===== src/rtl/if_fetch_pkg.sv =====
// Shared definitions for the instruction-fetch stage: bus widths, the NOP
// encoding, reset polarity, FSM state encoding and the skid entry layout.
package if_fetch_pkg;

    localparam int InstAddrBus = 16;
    localparam int InstBus     = 16;

    localparam logic [InstBus-1:0]     NopInst      = 16'h0800;
    localparam logic [InstAddrBus-1:0] ZeroInstAddr = 16'h0000;

    // Reset is asserted when rst equals this value.
    localparam logic RstEnable = 1'b0;

    typedef enum logic [1:0] {
        S_IDLE = 2'd0,
        S_REQ  = 2'd1,
        S_HOLD = 2'd2
    } fetch_state_e;

    typedef struct packed {
        logic [InstAddrBus-1:0] pc;
        logic [InstBus-1:0]     inst;
    } fetch_entry_t;

    // Sequential fetch address; 16-bit word addressing wraps FFFF -> 0000.
    function automatic logic [InstAddrBus-1:0] pc_inc(input logic [InstAddrBus-1:0] pc);
        return pc + 16'd1;
    endfunction

endpackage


===== src/rtl/if_fetch_if.sv =====
// Instruction-memory request/acknowledge bus between the fetch stage
// (master) and the instruction memory (slave).
interface if_fetch_if;
    import if_fetch_pkg::*;

    logic                   inst_req_o;
    logic [InstAddrBus-1:0] inst_addr_o;
    logic                   inst_ack_i;
    logic [InstBus-1:0]     inst_rdata_i;

    modport master (
        output inst_req_o,
        output inst_addr_o,
        input  inst_ack_i,
        input  inst_rdata_i
    );

    modport slave (
        input  inst_req_o,
        input  inst_addr_o,
        output inst_ack_i,
        output inst_rdata_i
    );

endinterface


===== src/rtl/if_skid_buf.sv =====
// One-entry {pc, inst} buffer that catches a fetch completing while decode
// is stalled. Load wins over unload; only the full flag is reset.
module if_skid_buf
    import if_fetch_pkg::*;
(
    input  logic         clk,
    input  logic         rst,
    input  logic         load_i,
    input  logic         unload_i,
    input  fetch_entry_t data_i,
    output fetch_entry_t data_o,
    output logic         full_o
);

    logic         full_q;
    fetch_entry_t data_q;

    // Occupancy flag: set on load, cleared on unload or reset.
    always_ff @(posedge clk) begin
        if (rst == RstEnable) begin
            full_q <= 1'b0;
        end else if (load_i) begin
            full_q <= 1'b1;
        end else if (unload_i) begin
            full_q <= 1'b0;
        end
    end

    // Payload register; contents are meaningless while empty.
    always_ff @(posedge clk) begin
        if (load_i) begin
            data_q <= data_i;
        end
    end

    assign data_o = data_q;
    assign full_o = full_q;

endmodule


===== src/rtl/if_fetch.sv =====
// Instruction-fetch stage with IF/ID latch. Owns the fetch PC, drives the
// request/ack handshake to instruction memory, honours decode stalls and
// branch redirects (single delay slot), and parks one completed fetch in a
// skid buffer while decode is stalled.
// Optional build macro IF_STALL_CNT_EN adds saturating fetch-wait and
// skid-hold cycle counters as extra outputs.
module if_fetch
    import if_fetch_pkg::*;
#(
    parameter logic [InstAddrBus-1:0] PC_RESET = ZeroInstAddr,
    parameter logic [InstBus-1:0]     NOP_INST = NopInst
) (
    input  logic                   clk,
    input  logic                   rst,
    input  logic                   stall_i,
    input  logic                   branch_flag_i,
    input  logic [InstAddrBus-1:0] branch_addr_i,
    input  logic                   mem_busy_i,
    if_fetch_if.master             mem,
    output logic [InstAddrBus-1:0] pc_o,
    output logic [InstBus-1:0]     inst_o,
`ifdef IF_STALL_CNT_EN
    output logic [15:0]            fetch_wait_cnt_o,
    output logic [15:0]            skid_hold_cnt_o,
`endif
    output logic                   inst_valid_o
);

    fetch_state_e           state_q, state_d;
    logic                   issued_q, issued_d;
    logic [InstAddrBus-1:0] fetch_pc_q, fetch_pc_d;
    logic                   redir_pend_q, redir_pend_d;
    logic [InstAddrBus-1:0] redir_addr_q, redir_addr_d;
    logic [InstAddrBus-1:0] pc_q, pc_d;
    logic [InstBus-1:0]     inst_q, inst_d;
    logic                   valid_q, valid_d;

    logic         req;
    logic         ack_acc;
    logic         branch_take;
    logic         skid_load;
    logic         skid_unload;
    logic         skid_full;
    fetch_entry_t skid_in;
    fetch_entry_t skid_out;

    assign branch_take = branch_flag_i & ~stall_i;
    assign skid_in     = '{pc: fetch_pc_q, inst: mem.inst_rdata_i};

    if_skid_buf u_skid (
        .clk      (clk),
        .rst      (rst),
        .load_i   (skid_load),
        .unload_i (skid_unload),
        .data_i   (skid_in),
        .data_o   (skid_out),
        .full_o   (skid_full)
    );

    // FSM next state and handshake: request, ack acceptance, skid control.
    always_comb begin
        state_d     = state_q;
        issued_d    = issued_q;
        req         = 1'b0;
        ack_acc     = 1'b0;
        skid_load   = 1'b0;
        skid_unload = 1'b0;
        case (state_q)
            S_IDLE: begin
                state_d = S_REQ;
            end
            S_REQ: begin
                // Once issued the request is held even if memory becomes busy.
                req = issued_q | ~mem_busy_i;
                if (req) begin
                    issued_d = 1'b1;
                    if (mem.inst_ack_i) begin
                        ack_acc   = 1'b1;
                        issued_d  = 1'b0;
                        skid_load = stall_i;
                        state_d   = stall_i ? S_HOLD : S_REQ;
                    end
                end
            end
            S_HOLD: begin
                if (!stall_i && skid_full) begin
                    skid_unload = 1'b1;
                    state_d     = S_REQ;
                end
            end
            default: begin
                state_d = S_IDLE;
            end
        endcase
    end

    // Fetch PC, pending redirect and IF/ID latch next-state.
    always_comb begin
        fetch_pc_d   = fetch_pc_q;
        redir_pend_d = redir_pend_q;
        redir_addr_d = redir_addr_q;
        pc_d         = pc_q;
        inst_d       = inst_q;
        valid_d      = valid_q;

        // The fetch completing at or after a branch is its delay slot; the
        // redirect only steers the address of the fetch after it.
        if (ack_acc) begin
            if (redir_pend_q) begin
                fetch_pc_d = redir_addr_q;
            end else if (branch_take) begin
                fetch_pc_d = branch_addr_i;
            end else begin
                fetch_pc_d = pc_inc(fetch_pc_q);
            end
            redir_pend_d = 1'b0;
        end else if (branch_take) begin
            redir_pend_d = 1'b1;
            redir_addr_d = branch_addr_i;
        end

        if (!stall_i) begin
            if (ack_acc) begin
                pc_d    = fetch_pc_q;
                inst_d  = mem.inst_rdata_i;
                valid_d = 1'b1;
            end else if (skid_unload) begin
                pc_d    = skid_out.pc;
                inst_d  = skid_out.inst;
                valid_d = 1'b1;
            end else begin
                inst_d  = NOP_INST;
                valid_d = 1'b0;
            end
        end
    end

    // State, fetch PC and IF/ID latch registers.
    always_ff @(posedge clk) begin
        if (rst == RstEnable) begin
            state_q      <= S_IDLE;
            issued_q     <= 1'b0;
            fetch_pc_q   <= PC_RESET;
            redir_pend_q <= 1'b0;
            redir_addr_q <= ZeroInstAddr;
            pc_q         <= ZeroInstAddr;
            inst_q       <= NOP_INST;
            valid_q      <= 1'b0;
        end else begin
            state_q      <= state_d;
            issued_q     <= issued_d;
            fetch_pc_q   <= fetch_pc_d;
            redir_pend_q <= redir_pend_d;
            redir_addr_q <= redir_addr_d;
            pc_q         <= pc_d;
            inst_q       <= inst_d;
            valid_q      <= valid_d;
        end
    end

`ifdef IF_STALL_CNT_EN
    logic [15:0] wait_cnt_q;
    logic [15:0] hold_cnt_q;

    // Saturating counts of unacknowledged request-state cycles and skid holds.
    always_ff @(posedge clk) begin
        if (rst == RstEnable) begin
            wait_cnt_q <= 16'd0;
            hold_cnt_q <= 16'd0;
        end else begin
            if (state_q == S_REQ && !ack_acc && wait_cnt_q != 16'hFFFF) begin
                wait_cnt_q <= wait_cnt_q + 16'd1;
            end
            if (state_q == S_HOLD && hold_cnt_q != 16'hFFFF) begin
                hold_cnt_q <= hold_cnt_q + 16'd1;
            end
        end
    end

    assign fetch_wait_cnt_o = wait_cnt_q;
    assign skid_hold_cnt_o  = hold_cnt_q;
`endif

    assign mem.inst_req_o  = req;
    assign mem.inst_addr_o = fetch_pc_q;
    assign pc_o            = pc_q;
    assign inst_o          = inst_q;
    assign inst_valid_o    = valid_q;

endmodule


===== src/flat_wrapper.sv =====
// flat-port wrapper written by rule: the top's interface ports become plain ports
module if_fetch_flat import if_fetch_pkg::*;
#(
    parameter logic [InstAddrBus-1:0] PC_RESET = ZeroInstAddr,
    parameter logic [InstBus-1:0]     NOP_INST = NopInst
)
  (clk, rst, stall_i, branch_flag_i, branch_addr_i, mem_busy_i, pc_o, inst_o, inst_valid_o, mem_inst_req_o, mem_inst_addr_o, mem_inst_ack_i, mem_inst_rdata_i);
  if_fetch_if mem_i ();
  input  logic clk;
  input  logic rst;
  input  logic stall_i;
  input  logic branch_flag_i;
  input  logic [InstAddrBus-1:0] branch_addr_i;
  input  logic mem_busy_i;
  output logic [InstAddrBus-1:0] pc_o;
  output logic [InstBus-1:0] inst_o;
  output logic inst_valid_o;
  output wire logic [$bits(mem_i.inst_req_o)-1:0] mem_inst_req_o;
  output wire logic [$bits(mem_i.inst_addr_o)-1:0] mem_inst_addr_o;
  input wire logic [$bits(mem_i.inst_ack_i)-1:0] mem_inst_ack_i;
  input wire logic [$bits(mem_i.inst_rdata_i)-1:0] mem_inst_rdata_i;
  assign mem_inst_req_o = mem_i.inst_req_o;
  assign mem_inst_addr_o = mem_i.inst_addr_o;
  assign mem_i.inst_ack_i = mem_inst_ack_i;
  assign mem_i.inst_rdata_i = mem_inst_rdata_i;
  if_fetch #(.PC_RESET(PC_RESET), .NOP_INST(NOP_INST)) u_core (.clk(clk), .rst(rst), .stall_i(stall_i), .branch_flag_i(branch_flag_i), .branch_addr_i(branch_addr_i), .mem_busy_i(mem_busy_i), .mem(mem_i), .pc_o(pc_o), .inst_o(inst_o), .inst_valid_o(inst_valid_o));
endmodule

===== config.mk =====
export PLATFORM = sky130hd
export DESIGN_NAME = if_fetch_flat
export DESIGN_NICKNAME = d
export VERILOG_FILES = /design/src/rtl/if_fetch_pkg.sv /design/src/rtl/if_fetch_if.sv /design/src/rtl/if_skid_buf.sv /design/src/rtl/if_fetch.sv /design/src/flat_wrapper.sv
export SDC_FILE = /design/constraint.sdc
export NUM_CORES = 1
export LEC_CHECK = 0
export CORE_MARGIN = 4
export CORE_UTILIZATION = 35
export DETAILED_ROUTE_END_ITERATION = 7
export PLACE_DENSITY = 0.66
export SETUP_SLACK_MARGIN = 0.15
export SLEW_MARGIN = 20
export SYNTH_ARGS = -nofsm -noshare
export SYNTH_HDL_FRONTEND = slang
export SYNTH_SLANG_ARGS = --single-unit

===== constraint.sdc =====
create_clock -name clk -period 3.8 [get_ports clk]
set_input_delay 0.57 -clock clk [delete_from_list [all_inputs] [get_ports clk]]
set_output_delay 0.57 -clock clk [all_outputs]
set_load 0.05 [all_outputs]

# Word level (Yosys, flattened, before mapping)
# Cells that the tools add are included.
[op_classes] n_addsub=1 eq_ne=5 n_mux=25 bitwise=6 n_reduce_logical=10
[ops] operator="2-to-1 mux 16 bit" n=6
[ops] operator="adder 16 x 1 -> 16 bit, second input constant" n=1
[ops] operator="2-to-1 mux 1 bit" n=14
[ops] operator="2-to-1 mux 2 bit" n=4
[ops] operator="case mux 2 bit (3 select lines)" n=1
[ops] operator="AND reduction 2 bit" n=3
[ops] operator="!= test 2 x 1 -> 1 bit, second input constant" n=2
[ops] operator="inverter 1 bit" n=4
[ops] operator="nonzero test 2 bit" n=2
[ops] operator="AND reduction 3 bit" n=1
[ops] operator="equality test 2 x 1 -> 1 bit, second input constant" n=1
[ops] operator="equality test 2 bit, second input constant" n=1
[ops] operator="zero test 2 bit" n=1
[ops] operator="!= test 2 bit, second input constant" n=1
[ops] operator="OR reduction 2 bit" n=1
[ops] operator="AND 1 bit" n=1
[ops] operator="logical AND 1 bit" n=1
[ops] operator="zero test 1 bit" n=1
[ops] operator="OR 1 bit" n=1
[totals] reg_bits=102 in_bits=38 out_inout_bits=50 wordCells=58

# Logic depth before layout (Yosys ltp)
[depth] depth_word=6 ltp_mapped=7

# Hierarchy
# Synthesis repeated with hierarchy kept, for this count alone.
[hier_totals] cells_unflattened=462 area_unflattened_um2=4496.8
[by_module_without_submodules] module="if_fetch" n_inst=1 cells_each=427 area_per_inst_um2=3494.6 seq_area_each_um2=1381.3
[by_module_without_submodules] module="if_skid_buf" n_inst=1 cells_each=35 area_per_inst_um2=1002.2 seq_area_each_um2=980.9

# Least setup slack after synthesis
# OpenSTA, ideal clock, no wires.
[synth_path] path_kind="input-to-reg" startpoint="input stall_i" endpoint="register u_core.u_skid.data_q (netlist bit u_core.u_skid.data_o[0]) (enable)" setup_time_ns=0.421 arrival_time_ns=2.513 required_time_ns=3.379 path_slack_ns=0.865 stages=4 path_buffers=2 cell_sequence="buf_2 clkinv_1 buf_1 nor2_1"
[synth_via] elab_chain_cells=3
[synth_rtl] element="start: declaration" line="flat_wrapper.sv:11" rtl="input logic stall_i;"
[synth_rtl] element="2-to-1 mux 1 bit" line="if_fetch.sv:77" rtl="if (mem.inst_ack_i) begin"
[synth_rtl] element="2-to-1 mux 1 bit" line="if_fetch.sv:75" rtl="if (req) begin"
[synth_rtl] element="2-to-1 mux 1 bit" line="if_fetch.sv:68" rtl="case (state_q)"
[synth_rtl] element="named net u_core.skid_load" line="if_fetch.sv:41" rtl="logic skid_load;"
[synth_rtl] element="end signal: assignment" line="if_skid_buf.sv:32" rtl="data_q <= data_i;"
[synth_rtl] element="end: declaration" line="if_skid_buf.sv:16" rtl="fetch_entry_t data_q;"
# The timed path passes the listed nets, and every way through them passes these cells.
# A chain may end at the register's enable or synchronous reset.

# Worst setup path in the final report
[layout_path] startpoint="input mem_busy_i" endpoint="output mem_inst_req_o"
[layout_via] elab_chain_cells=3
[layout_rtl] element="start: declaration" line="flat_wrapper.sv:14" rtl="input logic mem_busy_i;"
[layout_rtl] element="inverter 1 bit" line="if_fetch.sv:74" rtl="req = issued_q | ~mem_busy_i;"
[layout_rtl] element="OR 1 bit" line="if_fetch.sv:74"
[layout_rtl] element="2-to-1 mux 1 bit" line="if_fetch.sv:68"
[layout_rtl] element="end: declaration" line="flat_wrapper.sv:18" rtl="output wire logic [$bits(mem_i.inst_req_o)-1:0] mem_inst_req_o;"
# Every way passes these cells.

==> flow_summary.json <==
{
  "fmax_mhz": 341,
  "drt.antenna.violating_nets": 0,
  "drive_gt1_share_pct": 7.01,
  "synth_area_sq_mm": 0.00443,
  "fillers": 1196,
  "worst_setup_path_start_kind": "primary input",
  "initial_core_util_pct": 36.3,
  "dieArea_sq_mm": 0.0145,
  "routed_wl_um": 11900,
  "root_buffer": "clkbuf_16",
  "worstMarginPinSlew_ns": 1.01,
  "cp_data_required_time_ns": 3.23,
  "synth_top_area_cell": "dfxtp_1",
  "place_ws_ns": 0.862,
  "path_cells": "clkdlybuf4s50_1 > nor2b_1 > nor2_1 > clkdlybuf4s50_1",
  "grt_pass1_wl_um": 19500,
  "critPathArrivalTime_ns": 2.36,
  "ys_ff_latch": 102,
  "hold_viol": 0,
  "wl_per_cell_um": 16.4,
  "drt_iter0_markers": 403,
  "h-tree-depth": 3,
  "die_w_um": 121,
  "hpwlAfterDp_um": 8210,
  "synth_cell_type_count": 55,
  "seq_area_frac_synth_pct": 53.3,
  "antenna_found_initial": 0,
  "viasPerCell": 5.37,
  "slowest_stage": "clkdlybuf4s50_1",
  "area_growth_pct": 30.2,
  "hold_ws_ns": 0.476,
  "cpPeakStageDelay_ns": 0.72,
  "grt_max_degree": 53,
  "setup_tns_ns": 0,
  "fin_worst_skew_ns": 0.00896,
  "finalCritPeriodShare_pct": 77.1,
  "num_rows": 40,
  "cpMostUsedCell": "clkdlybuf4s50_1",
  "layout_min_cycle_time_ns": 2.93,
  "regToRegSetupSlack_ns": 1.72,
  "peakVddDrop_mv": 0.246,
  "first_global_vias": 3743,
  "clkTransAtPathRegs_ns": 0.07,
  "layout.nets": 590,
  "slew_viol_final": 0,
  "ctsResizeCount": 0,
  "numPortBuffers": 87,
  "maxCapViolCount": 0,
  "overflow": 0,
  "status": "completed",
  "ys_warn_count": 0,
  "path_buf_inv": 2,
  "dieHeight_um": 121,
  "synth_edf_count": 32,
  "setup_viol": 0,
  "netlist_instances": 480,
  "cp_top_family": "buffers and inverters",
  "cts_setup_buffers": 0,
  "synth_nets": 519,
  "drt_pass1_iterations": 5,
  "avgSynthCellArea_sq_um": 9.23,
  "ios": 88,
  "synthTopCellsByCount": "dfxtp_1 (70), nand2_1 (64), a21oi_1 (52), o21ai_0 (43), edfxtp_1 (32)",
  "hold_path.class": "reg2reg",
  "worst_slack_ns": 0.871,
  "hold_buffers": 0,
  "coreArea_sq_mm": 0.0122,
  "drc": 0,
  "synth_most_common_cell": "dfxtp_1",
  "place.gp.congestion": 0.855,
  "numCtsBuffers": 9,
  "n_antenna_cell": 0,
  "rsz0062_at_grt": "false",
  "synth_top_area_share_pct": 31.6,
  "relSlewSlack_pct": 32.5,
  "p_leak_uw": 0.00190,
  "gr-usage-all-layers_pct": 16.4,
  "clkSinkCount": 102,
  "power_density_mw_per_mm2": 422,
  "cts_max_path_buffers": 2,
  "clk_latency_ns": 0.34,
  "synthArstFlopShare_pct": 0,
  "end_kind": "output port",
  "vias": 3886,
  "synth_flop_cell": "dfxtp_1",
  "tritoncts": "done",
  "cp_max_fo": 4,
  "ys_top_cells_by_area": "dfxtp_1 (32%), edfxtp_1 (22%), a21oi_1 (5.9%), nand2_1 (5.4%), o21ai_0 (4.9%)",
  "criticalPathCategory": "in2out"
}
## state kept, by name (all words and copies together), names as in the netlist
signal	flops
u_core.u_skid.data_o	32
u_core.inst_o	16
u_core.mem.inst_addr_o	16
u_core.pc_o	16
u_core.redir_addr_q	16
u_core.state_q	2
u_core.inst_valid_o	1
u_core.issued_q	1
u_core.redir_pend_q	1
u_core.u_skid.full_o	1
## tightest hold or removal path, delay by kind of cell, from the launching register on
| family | cells | cell delay (ns) |
|---|---|---|
| AO/OA/AOI/OAI | 2 | 0.12 |
| flip-flops | 1 | 0.31 |
## metal layers
metal	part of all wire, %	global-route usage (%)
met5	0	0
met4	0.96	4.67
met3	6.6	2.76
met2	47	27.0
met1	45	22.3
## placed cells by master, fill, tap and decap left out, types with 3 or more instances in the layout
cell type,synthesis,final
nand3_1,24,24
nand2b_1,7,7
o21ai_0,43,43
nand2_1,64,64
nor3_1,8,8
clkdlybuf4s50_1,0,87
clkinvlp_4,0,3
or3_1,6,6
a21oi_1,52,52
o211ai_1,3,3
a31oi_1,18,18
clkbuf_16,0,9
a211o_1,3,3
dfxtp_1,70,70
edfxtp_1,32,32
mux2i_1,4,4
inv_1,4,4
nor2_1,19,18
buf_4,0,13
a22oi_1,16,16
nand4_1,9,9
nor2b_1,7,7
nor4_1,5,5
## through the flow
stage	cells	power [uW]	utilization, %	cell area, sq um
floorplan	480	1400	-	4430
global placement	708	1520	44.7	5460
detailed placement	708	1530	44.7	5460
CTS	724	2450	47.2	5770
global route	724	2520	47.2	5770
finish	724	2440	47.2	5770
## worst paths after layout
kind / cells past startpoint / startpoint / end
setup / recovery: 4 / mem_busy_i / mem_inst_req_o
hold / removal: 2 / u_core.redir_addr_q[4]$_SDFFE_PN0P_ / u_core.redir_addr_q[4]$_SDFFE_PN0P_
setup reg to reg: 5 / u_core.mem.inst_addr_o[0]$_SDFFE_PN0P_ / u_core.mem.inst_addr_o[14]$_SDFFE_PN0P_
hold reg to reg: 2 / u_core.redir_addr_q[4]$_SDFFE_PN0P_ / u_core.redir_addr_q[4]$_SDFFE_PN0P_
## logic make-up after synthesis
| logic type | count (synthesis) | share of synthesized area (%) |
|---|---|---|
| flops | 102 | 53.3 |
| buf+inv | 47 | 4.38 |
| fa+ha+maj | 1 | 0.282 |
| xor+xnor | 3 | 0.593 |
| simple gates | 160 | 17.8 |
| mux | 5 | 1.16 |
| compound gates | 162 | 22.5 |
## cell type report
type | instances | area (sq um) | area share (%)
sequential | 102 | 2360 | 40.9
multi-input combinational | 331 | 1900 | 32.9
timing repair buffer | 100 | 968 | 16.8
clock buffer | 9 | 225 | 3.90
tap | 168 | 210 | 3.64
clock inverter | 7 | 81.3 | 1.41
inverter | 7 | 26.3 | 0.455
## where the power goes
part	total, uW	switching (uW)	internal, uW
Clock	933	415	518
Combinational	308	191	118
Sequential	1190	35.6	1160
Total	2440	641	1790
(Power assumes the default switching activity.)
